## config.mk

```make
export PLATFORM = sky130hd
export DESIGN_NAME = counter_modn_updown_flat
export DESIGN_NICKNAME = d
export VERILOG_FILES = /design/src/rtl/counter_modn_updown_if.sv /design/src/rtl/counter_modn_updown.sv /design/src/flat_wrapper.sv
export SDC_FILE = /design/constraint.sdc
export NUM_CORES = 1
export LEC_CHECK = 0
export ABC_AREA = 1
export CAP_MARGIN = 10
export CORE_AREA = 2 2 39 41
export CTS_CLUSTER_SIZE = 40
export DETAILED_ROUTE_END_ITERATION = 12
export DIE_AREA = 0 0 41 43
export PLACE_DENSITY = 0.64
export SLEW_MARGIN = 20
export SYNTH_ARGS = -nofsm -noshare
export SYNTH_HDL_FRONTEND = slang
export SYNTH_SLANG_ARGS = --single-unit
```

## constraint.sdc

```tcl
create_clock -name clk -period 2.9 [get_ports clk]
set_clock_uncertainty 0.1 [all_clocks]
set_input_delay 0.58 -clock clk [delete_from_list [all_inputs] [get_ports clk]]
set_output_delay 0.58 -clock clk [all_outputs]
set_load 0.01 [all_outputs]
```

## src/rtl/counter_modn_updown_if.sv

```systemverilog
// Control and status bundle for counter_modn_updown: the master drives the controls
// and the counter, on the slave side, returns its value and its pulses.
interface counter_modn_updown_if #(
  parameter int WIDTH = 3
);
  logic             clr;
  logic             load;
  logic [WIDTH-1:0] load_val;
  logic             en;
  logic             up_dn;
  logic [WIDTH-1:0] dout;
  logic             tc;
  logic             wrap;
  logic             load_err;

  modport master (
    output clr, load, load_val, en, up_dn,
    input  dout, tc, wrap, load_err
  );

  modport slave (
    input  clr, load, load_val, en, up_dn,
    output dout, tc, wrap, load_err
  );
endinterface

```

## src/rtl/counter_modn_updown.sv

```systemverilog
// Modulo-MOD up/down counter with clear, range-checked load, combinational terminal
// count for cascading, and registered wrap / load-error pulses.
module counter_modn_updown #(
  parameter int WIDTH = 3,
  parameter int MOD   = 6
) (
  input  logic                  clk,
  input  logic                  reset,
  counter_modn_updown_if.slave  bus
);

  generate
    if (MOD < 2 || MOD > (2 ** WIDTH)) begin : g_bad_mod
      $error("counter_modn_updown: MOD=%0d is outside 2..2**WIDTH (WIDTH=%0d)", MOD, WIDTH);
    end
  endgenerate

  localparam logic [WIDTH-1:0] MAX_VAL = WIDTH'(MOD - 1);
  localparam logic [WIDTH-1:0] ONE     = WIDTH'(1);

  logic [WIDTH-1:0] dout_q, dout_d;
  logic             wrap_q, wrap_d;
  logic             load_err_q, load_err_d;
  logic             at_max, at_zero, load_oob;

  assign at_max   = (dout_q == MAX_VAL);
  assign at_zero  = (dout_q == '0);
  assign load_oob = (32'(bus.load_val) >= 32'(MOD));

  always_ff @(posedge clk or posedge reset) begin
    if (reset) begin
      dout_q     <= '0;
      wrap_q     <= 1'b0;
      load_err_q <= 1'b0;
    end else begin
      dout_q     <= dout_d;
      wrap_q     <= wrap_d;
      load_err_q <= load_err_d;
    end
  end

  // Priority: clr > load > en > hold. Pulses default low so they last one cycle.
  always_comb begin
    dout_d     = dout_q;
    wrap_d     = 1'b0;
    load_err_d = 1'b0;
    if (bus.clr) begin
      dout_d = '0;
    end else if (bus.load) begin
      if (load_oob) begin
        dout_d     = MAX_VAL;
        load_err_d = 1'b1;
      end else begin
        dout_d = bus.load_val;
      end
    end else if (bus.en) begin
      if (bus.up_dn) begin
        dout_d = at_max ? '0 : dout_q + ONE;
        wrap_d = at_max;
      end else begin
        dout_d = at_zero ? MAX_VAL : dout_q - ONE;
        wrap_d = at_zero;
      end
    end
  end

  // tc deliberately ignores clr/load so a cascaded stage sees a pure count carry.
  assign bus.tc       = bus.en & ((bus.up_dn & at_max) | (~bus.up_dn & at_zero));
  assign bus.dout     = dout_q;
  assign bus.wrap     = wrap_q;
  assign bus.load_err = load_err_q;

endmodule

```

## src/flat_wrapper.sv

```systemverilog
// flat-port wrapper written by rule: the top's interface ports become plain ports
module counter_modn_updown_flat 
#(
  parameter int WIDTH = 3,
  parameter int MOD   = 6
)
  (clk, reset, bus_clr, bus_load, bus_load_val, bus_en, bus_up_dn, bus_dout, bus_tc, bus_wrap, bus_load_err);
  counter_modn_updown_if #(.WIDTH(WIDTH)) bus_i ();
  input  logic clk;
  input  logic reset;
  input wire logic [$bits(bus_i.clr)-1:0] bus_clr;
  input wire logic [$bits(bus_i.load)-1:0] bus_load;
  input wire logic [$bits(bus_i.load_val)-1:0] bus_load_val;
  input wire logic [$bits(bus_i.en)-1:0] bus_en;
  input wire logic [$bits(bus_i.up_dn)-1:0] bus_up_dn;
  output wire logic [$bits(bus_i.dout)-1:0] bus_dout;
  output wire logic [$bits(bus_i.tc)-1:0] bus_tc;
  output wire logic [$bits(bus_i.wrap)-1:0] bus_wrap;
  output wire logic [$bits(bus_i.load_err)-1:0] bus_load_err;
  assign bus_i.clr = bus_clr;
  assign bus_i.load = bus_load;
  assign bus_i.load_val = bus_load_val;
  assign bus_i.en = bus_en;
  assign bus_i.up_dn = bus_up_dn;
  assign bus_dout = bus_i.dout;
  assign bus_tc = bus_i.tc;
  assign bus_wrap = bus_i.wrap;
  assign bus_load_err = bus_i.load_err;
  counter_modn_updown #(.WIDTH(WIDTH), .MOD(MOD)) u_core (.clk(clk), .reset(reset), .bus(bus_i));
endmodule
```

=== Word-level counts from Yosys, hierarchy flattened ===
Cells that the tools add are included.

* Bits in registers: 5
* Input bits: 9
* Output and inout port bits: 6
* Word-level logic and storage cells: 28

* Add/sub/neg operators: 2
* $lt $le $gt $ge: 1
* Equal/unequal tests: 1
* Mux-type cells: 14
* Bitwise operators: 5
* Reductions and logical operators: 2

{| class="wikitable"
|+ Operators by type and width
! kind !! number
|-
| $mux 3 || 7
|-
| $mux 1 || 7
|-
| $add 3x1->3 const B || 1
|-
| $and 1x1->1 || 3
|-
| $eq 3x3->1 const B || 1
|-
| $ge 3x3->1 const B || 1
|-
| $logic_not 3->1 || 1
|-
| $reduce_bool 3->1 || 1
|-
| $sub 3x1->3 const B || 1
|-
| $not 1->1 || 1
|-
| $or 1x1->1 || 1
|}

=== Longest topological paths before layout ===
Gate-level depths: netlist (run 1).

* Depth in word-level cells: 6
* Gate-level depth with buffers: 9
* Depth with buffers taken out: 9

=== Worst setup path before layout (run 1) ===
Ideal clock, no wire load.

* Path type: reg-to-output
* From: reg u_core.dout_q[1] (netlist: u_core.bus.dout[1])
* To: out bus_tc
* Arrival: 1002 ps
* Slack: 1218 ps
* Cell stages (with the launch flop): 9
* Buffers on the path: 0
* Cells stage by stage: dfrtp_1 > inv_1 > nand2_1 > inv_1 > ha_1 > nor2_1 > nor2_1 > nand2_1 > inv_1

* Cells in the longest elaborated chain, start to end: 4

{| class="wikitable"
|+ Ends and longest elaborated chain
! element !! RTL line !! source
|-
| start: declaration || counter_modn_updown.sv:21 || <nowiki>logic [WIDTH-1:0] dout_q, dout_d;</nowiki>
|-
| start signal: assignment || counter_modn_updown.sv:36 || <nowiki>dout_q <= dout_d;</nowiki>
|-
| $eq 3x3->1 / $logic_not 3->1 (equally long branches) || counter_modn_updown.sv:26, counter_modn_updown.sv:27 ||
|-
| $and 1x1->1 || counter_modn_updown.sv:68 || <nowiki>assign bus.tc = bus.en & ((bus.up_dn & at_max) | (~bus.up_dn & at_zero));</nowiki>
|-
| $or 1x1->1 (*) || counter_modn_updown.sv:68 ||
|-
| $and 1x1->1 (*) || counter_modn_updown.sv:68 ||
|-
| end: declaration || flat_wrapper.sv:17 || <nowiki>output wire logic [$bits(bus_i.tc)-1:0] bus_tc;</nowiki>
|}

Mark *: on every way between the ends. The rest lies on a longest branch, timed or not.

=== Worst setup path after layout (run 1) ===
* From: in bus_up_dn
* To: out bus_tc

* Cells in the longest elaborated chain, start to end: 4

{| class="wikitable"
|+ Ends and longest elaborated chain
! element !! RTL line !! source
|-
| start: declaration || flat_wrapper.sv:15 || <nowiki>input wire logic [$bits(bus_i.up_dn)-1:0] bus_up_dn;</nowiki>
|-
| $not 1->1 || counter_modn_updown.sv:68 ||
|-
| $and 1x1->1 || counter_modn_updown.sv:68 ||
|-
| $or 1x1->1 (*) || counter_modn_updown.sv:68 ||
|-
| $and 1x1->1 (*) || counter_modn_updown.sv:68 ||
|}

Marked as above.

==> key figures, run 1 <==
Status
  • Status: finished clean

Run
  • Max cap viols: 0

Placement
  • Gpl congestion: 0.7572
  • Buffers on Ports: 14
  • Post-DP HPWL: 653.1 um
  • Cell Area, Placed: 511.7 sq um

Routing
  • Drt total wl: 816 um
  • First drt pass iteration count: 4
  • Vias per cell: 4.494
  • DRT iter0 DRCs: 3
  • Via count of the routed design: 391
  • Mean routed wirelength per cell: 9.379 um
  • Residual DRC count: 0
  • Post-DRT Antenna Nets: 0

STA
  • Crit share post-route: 90.00%
  • Final Hold Fails: 0
  • Final Max Slew Viols: 0
  • Achievable frequency: 383.1 MHz
  • Unrepaired setup endpoints after global routing: no
  • Final setup viols: 0
  • Post-layout min period: 2.610 ns
  • Slew margin rel.: 84.53%
  • Worst slew pin tran: 0.2313 ns
  • Final setup TNS: 0 ns

Synth
  • Avg Inst Size Synth: 6.634 sq um
  • Area leader, netlist: dfrtp_1
  • Synth top area share: 35.59%
  • Mux cell area share after synthesis: 0%
  • Synth cell types: 15
  • Syn Nets: 63
  • Post-synthesis simple-gate area fraction: 36.30%
  • Synthesized-area fraction occupied by adder cells: 3.559%
  • Number of warnings issued by yosys: 0
  • Post-Syn Instances: 53
  • Yosys reg bits: 5
  • Largest family of logic cells by synthesized area: simple AND/OR/NAND/NOR gates
  • Register area share after synthesis: 35.59%
  • Synth Area in Compound Gates: 11.74%
  • Synth area leaders: dfrtp_1 36%, nand2_1 15%, inv_1 9.6%, nand3_1 7.1%, nand3_4 5.0%
  • Mapped Area: 351.6 sq um
  • XOR/XNOR Fraction of Synth Area: 0%

CTS
  • Clock root buffer: clkbuf_4
  • Postcts setup bufs: 0
  • TritonCTS buffer count: 3
  • H-tree levels: 1
  • CTS Buffer Depth: 2
  • CTS Hold Bufs: 0
  • CTS tree: built
  • Clk_lat worst skew: 0.25 ns
  • Post-CTS Resized: 0
  • Worst-path clk slew: 0.04 ns
  • Clk sink count: 5

Floorplan
  • FP Rows: 14
  • I/O pin total: 15
  • Die Wd: 41 um
  • Core area: 0.001384 sq mm
  • Die Y: 43 um
  • DIE AREA: 0.001763 sq mm
  • Initial Util: 25.41%

GRT
  • Total GRT Usage: 13.71%
  • Largest net degree at the start of global routing: 8
  • First-pass GRT wire length: 1511 um
  • Initial antenna violation count: 0
  • Vias in the first global route: 364
  • Grt ovf: 0

Final layout
  • Nets: 82
  • Inserted Diodes: 0
  • Synth-to-layout area growth: 53.02%
  • Share of cells above drive strength 1: 11.27%
  • Final instance area: 538.0 sq um

Critical path
  • Reg2reg end: u_core.bus.dout[2]
  • Critical-path maximum fanout: 5
  • CP Capture Type: primary output
  • Setup Crit Path Kind: in -> out
  • Startpoint class of the critical path: input port
  • R2R cell count: 7
  • Worst EP arrival: 1.93 ns
  • Req. time, crit path: 2.22 ns
  • Flop2flop setup slack: 1.54 ns
  • R2R Path Start: u_core.bus.dout[1]

Worst hold path
  • Worst hold path type: in -> async

Pwr
  • Peak supply drop: 0.0002592 V
  • Power Dens Cells: 423.8 mW/mm^2
  • LEAKAGE: 0.2758 nW
-- stage by stage --
step | hold WS, ns | setup slack, ns | power, mW | utilization (%) | cells
finish | 0.4241 | 0.2900 | 0.2280 | 38.88 | 87
global route | 0.4399 | 0.2193 | 0.2506 | 38.88 | 87
CTS | 0.4247 | 0.2916 | 0.2321 | 38.88 | 87
detailed placement | 0.5195 | 0.3064 | 0.1481 | 36.98 | 83
global placement | 0.5167 | 0.2994 | 0.1473 | 36.98 | 83
floorplan | 0.2585 | 1.218 | 0.1154 | - | 53
-- cells in the final DEF (no fill, tap or decap), types with 2 or more instances in the layout --
cell type,instances
nand2_1,14
inv_2,3
o21ai_0,2
o21ai_1,2
nor2_1,4
a21oi_1,3
nand3_1,5
dfrtp_1,5
clkbuf_4,3
clkdlybuf4s50_1,14
inv_1,9
-- kinds of logic (layout without fill, tap and decap cells) --
kind of cell / count (synthesis) / in the layout
fa+ha+maj: 1 / 1
buf+inv: 12 / 30
simple gates: 27 / 27
flops: 5 / 5
compound gates: 8 / 8
-- metal layers --
metal / up-vias / GRT usage (%) / routed length [um]
met1: 173 / 17.92 / 365
met4: 0 / 14.00 / 46
met2: 12 / 15.94 / 355
met5: - / 0 / 0
li1: 202 / - / -
met3: 4 / 4.712 / 49
-- sequential cells by signal, indices dropped and copies added (netlist names) --
name                 count
u_core.bus.load_err      1
u_core.bus.dout          3
u_core.bus.wrap          1
-- critical path: stages --
cell and delay (ns):
clkdlybuf4s50_1 0.54, nor2_1 0.07, nor2_1 0.08, nand2_1 0.08, inv_1 0.05, clkdlybuf4s50_1 0.52
-- how the worst max path moves through the flow --
stage	start	end	slack (ns)	cells after the start
global placement	bus_up_dn	bus_tc	0.30	6
global route	bus_up_dn	bus_tc	0.22	6
CTS	bus_up_dn	bus_tc	0.29	6
finish	bus_up_dn	bus_tc	0.29	6
floorplan	u_core.bus.dout[1]	bus_tc	1.22	8
detailed placement	bus_up_dn	bus_tc	0.31	6
-- report_power, final --
| group | internal [mW] | total [mW] | switching, mW |
|---|---|---|---|
| combinational | 0.0328 | 0.0673 | 0.0344 |
| sequential | 0.0749 | 0.0797 | 0.00483 |
| clock | 0.0520 | 0.0810 | 0.0290 |
-- area by class of cell --
type | instances | area [sq um]
sequential | 5 | 125.1
inverter | 12 | 45.04
tap | 16 | 20.02
multi-input combinational | 36 | 181.4
timing repair buffer | 14 | 140.1
clock buffer | 4 | 26.28
fill | 155 | 845.8
-- synth_stat cells (all sizes together) --
cell type and instances:
o21ai 4, nand2 15, nand3 6, a21oi 3, o22ai 1, dfrtp 5, nor2 4, nor3 1
ha 1, nand4 1, inv 12
Note: power is estimated with default switching activity, not from simulation.
==> inputs of run 2 (changes only) <==
--- a/config.mk
+++ b/config.mk
@@ -8,7 +8,7 @@
 export ABC_AREA = 1
 export CAP_MARGIN = 10
 export CORE_AREA = 2 2 39 41
-export CTS_CLUSTER_SIZE = 40
+export CTS_CLUSTER_SIZE = 28
 export DETAILED_ROUTE_END_ITERATION = 12
 export DIE_AREA = 0 0 41 43
 export PLACE_DENSITY = 0.64
==> results of run 2 <==
No change in the layout: final DEF, timing and power equal those of run 1.
==> inputs of run 3 (changes only) <==
--- a/config.mk
+++ b/config.mk
@@ -11,7 +11,8 @@
 export CTS_CLUSTER_SIZE = 28
 export DETAILED_ROUTE_END_ITERATION = 12
 export DIE_AREA = 0 0 41 43
-export PLACE_DENSITY = 0.64
+export DONT_BUFFER_PORTS = 1
+export PLACE_DENSITY = 0.5
 export SLEW_MARGIN = 20
 export SYNTH_ARGS = -nofsm -noshare
 export SYNTH_HDL_FRONTEND = slang
==> key figures, run 3 (synthesized netlist as in run 1, its figures left out) <==
Status
  • Status: finished clean

Critical path
  • Most used cell, CP: inv_1
  • Startpoint class of the critical path: register
  • Setup Crit Path Kind: reg -> out
  • Reg2reg end: u_core.bus.wrap
  • Critical-path maximum fanout: 5
  • Worst-path cell chain: inv_1 -> nand2_1 -> inv_1 -> ha_1 -> nor2_1 -> nor2_1 -> nand2_1 -> inv_1
  • Flop2flop setup slack: 1.49 ns
  • Max incr delay on CP: 0.47 ns
  • Req. time, crit path: 2.22 ns
  • R2R Path Start: u_core.bus.dout[1]
  • Crit path max-delay cell type: dfrtp_1
  • Worst EP arrival: 1.40 ns
  • R2R cell count: 8
  • CP Capture Type: primary output

Final layout
  • Nets: 68
  • Most frequent cells in the layout: 14 x nand2_1, 9 x inv_1, 5 x nand3_1, 5 x dfrtp_1, 4 x nor2_1
  • Most common cell after layout, fill and taps aside: nand2_1
  • Synth-to-layout area growth: 13.17%
  • Filler cell count: 157
  • Inserted Diodes: 0
  • Footprint of the multi-input gates: 181.4 sq um
  • Share of cells above drive strength 1: 14.04%
  • Sequential Area: 125.1 sq um
  • Largest register FFs: 3

Worst hold path
  • Worst hold path type: in -> async

STA
  • Post-layout min period: 2.082 ns
  • Final setup viols: 0
  • Worst hold slack: 0.02116 ns
  • Achievable frequency: 480.4 MHz
  • Final setup TNS: 0 ns
  • Final Hold Fails: 0
  • Slew margin rel.: 83.76%
  • Crit share post-route: 71.78%
  • Final Max Slew Viols: 0
  • Worst slew pin tran: 0.2436 ns
  • Unrepaired setup endpoints after global routing: no
  • Final worst setup slack: 0.8183 ns

Routing
  • Post-DRT Antenna Nets: 0
  • Vias per cell: 4.589
  • Residual DRC count: 0
  • Mean routed wirelength per cell: 10.49 um
  • Via count of the routed design: 335
  • First drt pass iteration count: 4
  • Drt total wl: 766 um
  • DRT iter0 DRCs: 12

GRT
  • Met2 GRT Util: 14.37%
  • M1 GR Usage: 13.73%
  • Gr busiest metal: met2
  • GR Layer Usage met3: 8.377%
  • Vias in the first global route: 318
  • Total GRT Usage: 11.40%
  • Initial antenna violation count: 0
  • Grt ovf: 0
  • First-pass GRT wire length: 1242 um
  • Largest net degree at the start of global routing: 8

CTS
  • Clk sink count: 5
  • CTS tree: built
  • TritonCTS buffer count: 3
  • H-tree levels: 1
  • Clk_lat worst skew: 0.24 ns
  • CTS Buffer Depth: 2
  • Postcts setup bufs: 0
  • Post-CTS Resized: 0
  • Worst-path clk slew: 0.04 ns
  • CTS Hold Bufs: 0
  • Clock root buffer: clkbuf_4

Floorplan
  • I/O pin total: 15
  • Die Wd: 41 um
  • Core area: 0.001384 sq mm
  • DIE AREA: 0.001763 sq mm
  • Initial Util: 25.41%
  • FP Rows: 14
  • Die Y: 43 um

Placement
  • Buffers on Ports: 0
  • Post-Place Setup Slack: 1.072 ns
  • Gpl congestion: 0.6678
  • Post-DP HPWL: 610 um

Run
  • Max cap viols: 0

Pwr
  • LEAKAGE: 0.2231 nW
  • Peak supply drop: 0.0002820 V
  • Power Dens Cells: 507.4 mW/mm^2
  • Pwr Total: 0.2019 mW
[run 3: cell types whose count changed in the layout (fill, tap and decap cells not counted)]
cell | previous run | this run
clkdlybuf4s50_1 | 14 | 0
[run 3: worst max-delay path by stage]
| stage | depth (start not counted) | end | startpoint | slack (ns) |
|---|---|---|---|---|
| global placement | 8 | bus_tc | u_core.bus.dout[1] | 1.07 |
| global route | 8 | bus_tc | u_core.bus.dout[1] | 0.68 |
| CTS | 8 | bus_tc | u_core.bus.dout[1] | 0.79 |
| finish | 8 | bus_tc | u_core.bus.dout[1] | 0.82 |
| floorplan | 8 | bus_tc | u_core.bus.dout[1] | 1.22 |
| detailed placement | 8 | bus_tc | u_core.bus.dout[1] | 1.07 |
[run 3: critical path, delay by kind of cell, from the launching register on]
family / cells / cell delay, ns
adder cells (fa/ha/maj): 1 / 0.17
AND/OR/NAND/NOR: 4 / 0.31
flip-flops: 1 / 0.47
buffers and inverters: 3 / 0.23
[run 3: final cells by class]
type / count / area share (%)
Inverter: 12 / 11.32
Clock buffer: 4 / 6.604
Sequential cell: 5 / 31.45
Tap cell: 16 / 5.031
Multi-Input combinational cell: 36 / 45.60
[run 3: power by group]
part	internal (mW)	switching [mW]	leakage [nW]
sequential	0.0749	0.00763	0.0662
clock	0.0520	0.0279	0.0150
combinational	0.0142	0.0253	0.142
[run 3: metal layers]
metal | up-vias | wire (um) | share of wire [%]
li1 | 178 | - | -
met1 | 139 | 369 | 48
met2 | 18 | 315 | 41
met3 | 0 | 82 | 11
met4 | 0 | 0 | 0
met5 | - | 0 | 0
[run 3: through the flow]
stage | util [%] | std cells | instance area [sq um]
after floorplan | - | 53 | 351.6
after global placement | 26.85 | 69 | 371.6
after detailed placement | 26.85 | 69 | 371.6
after CTS | 28.75 | 73 | 397.9
after global routing | 28.75 | 73 | 397.9
final | 28.75 | 73 | 397.9
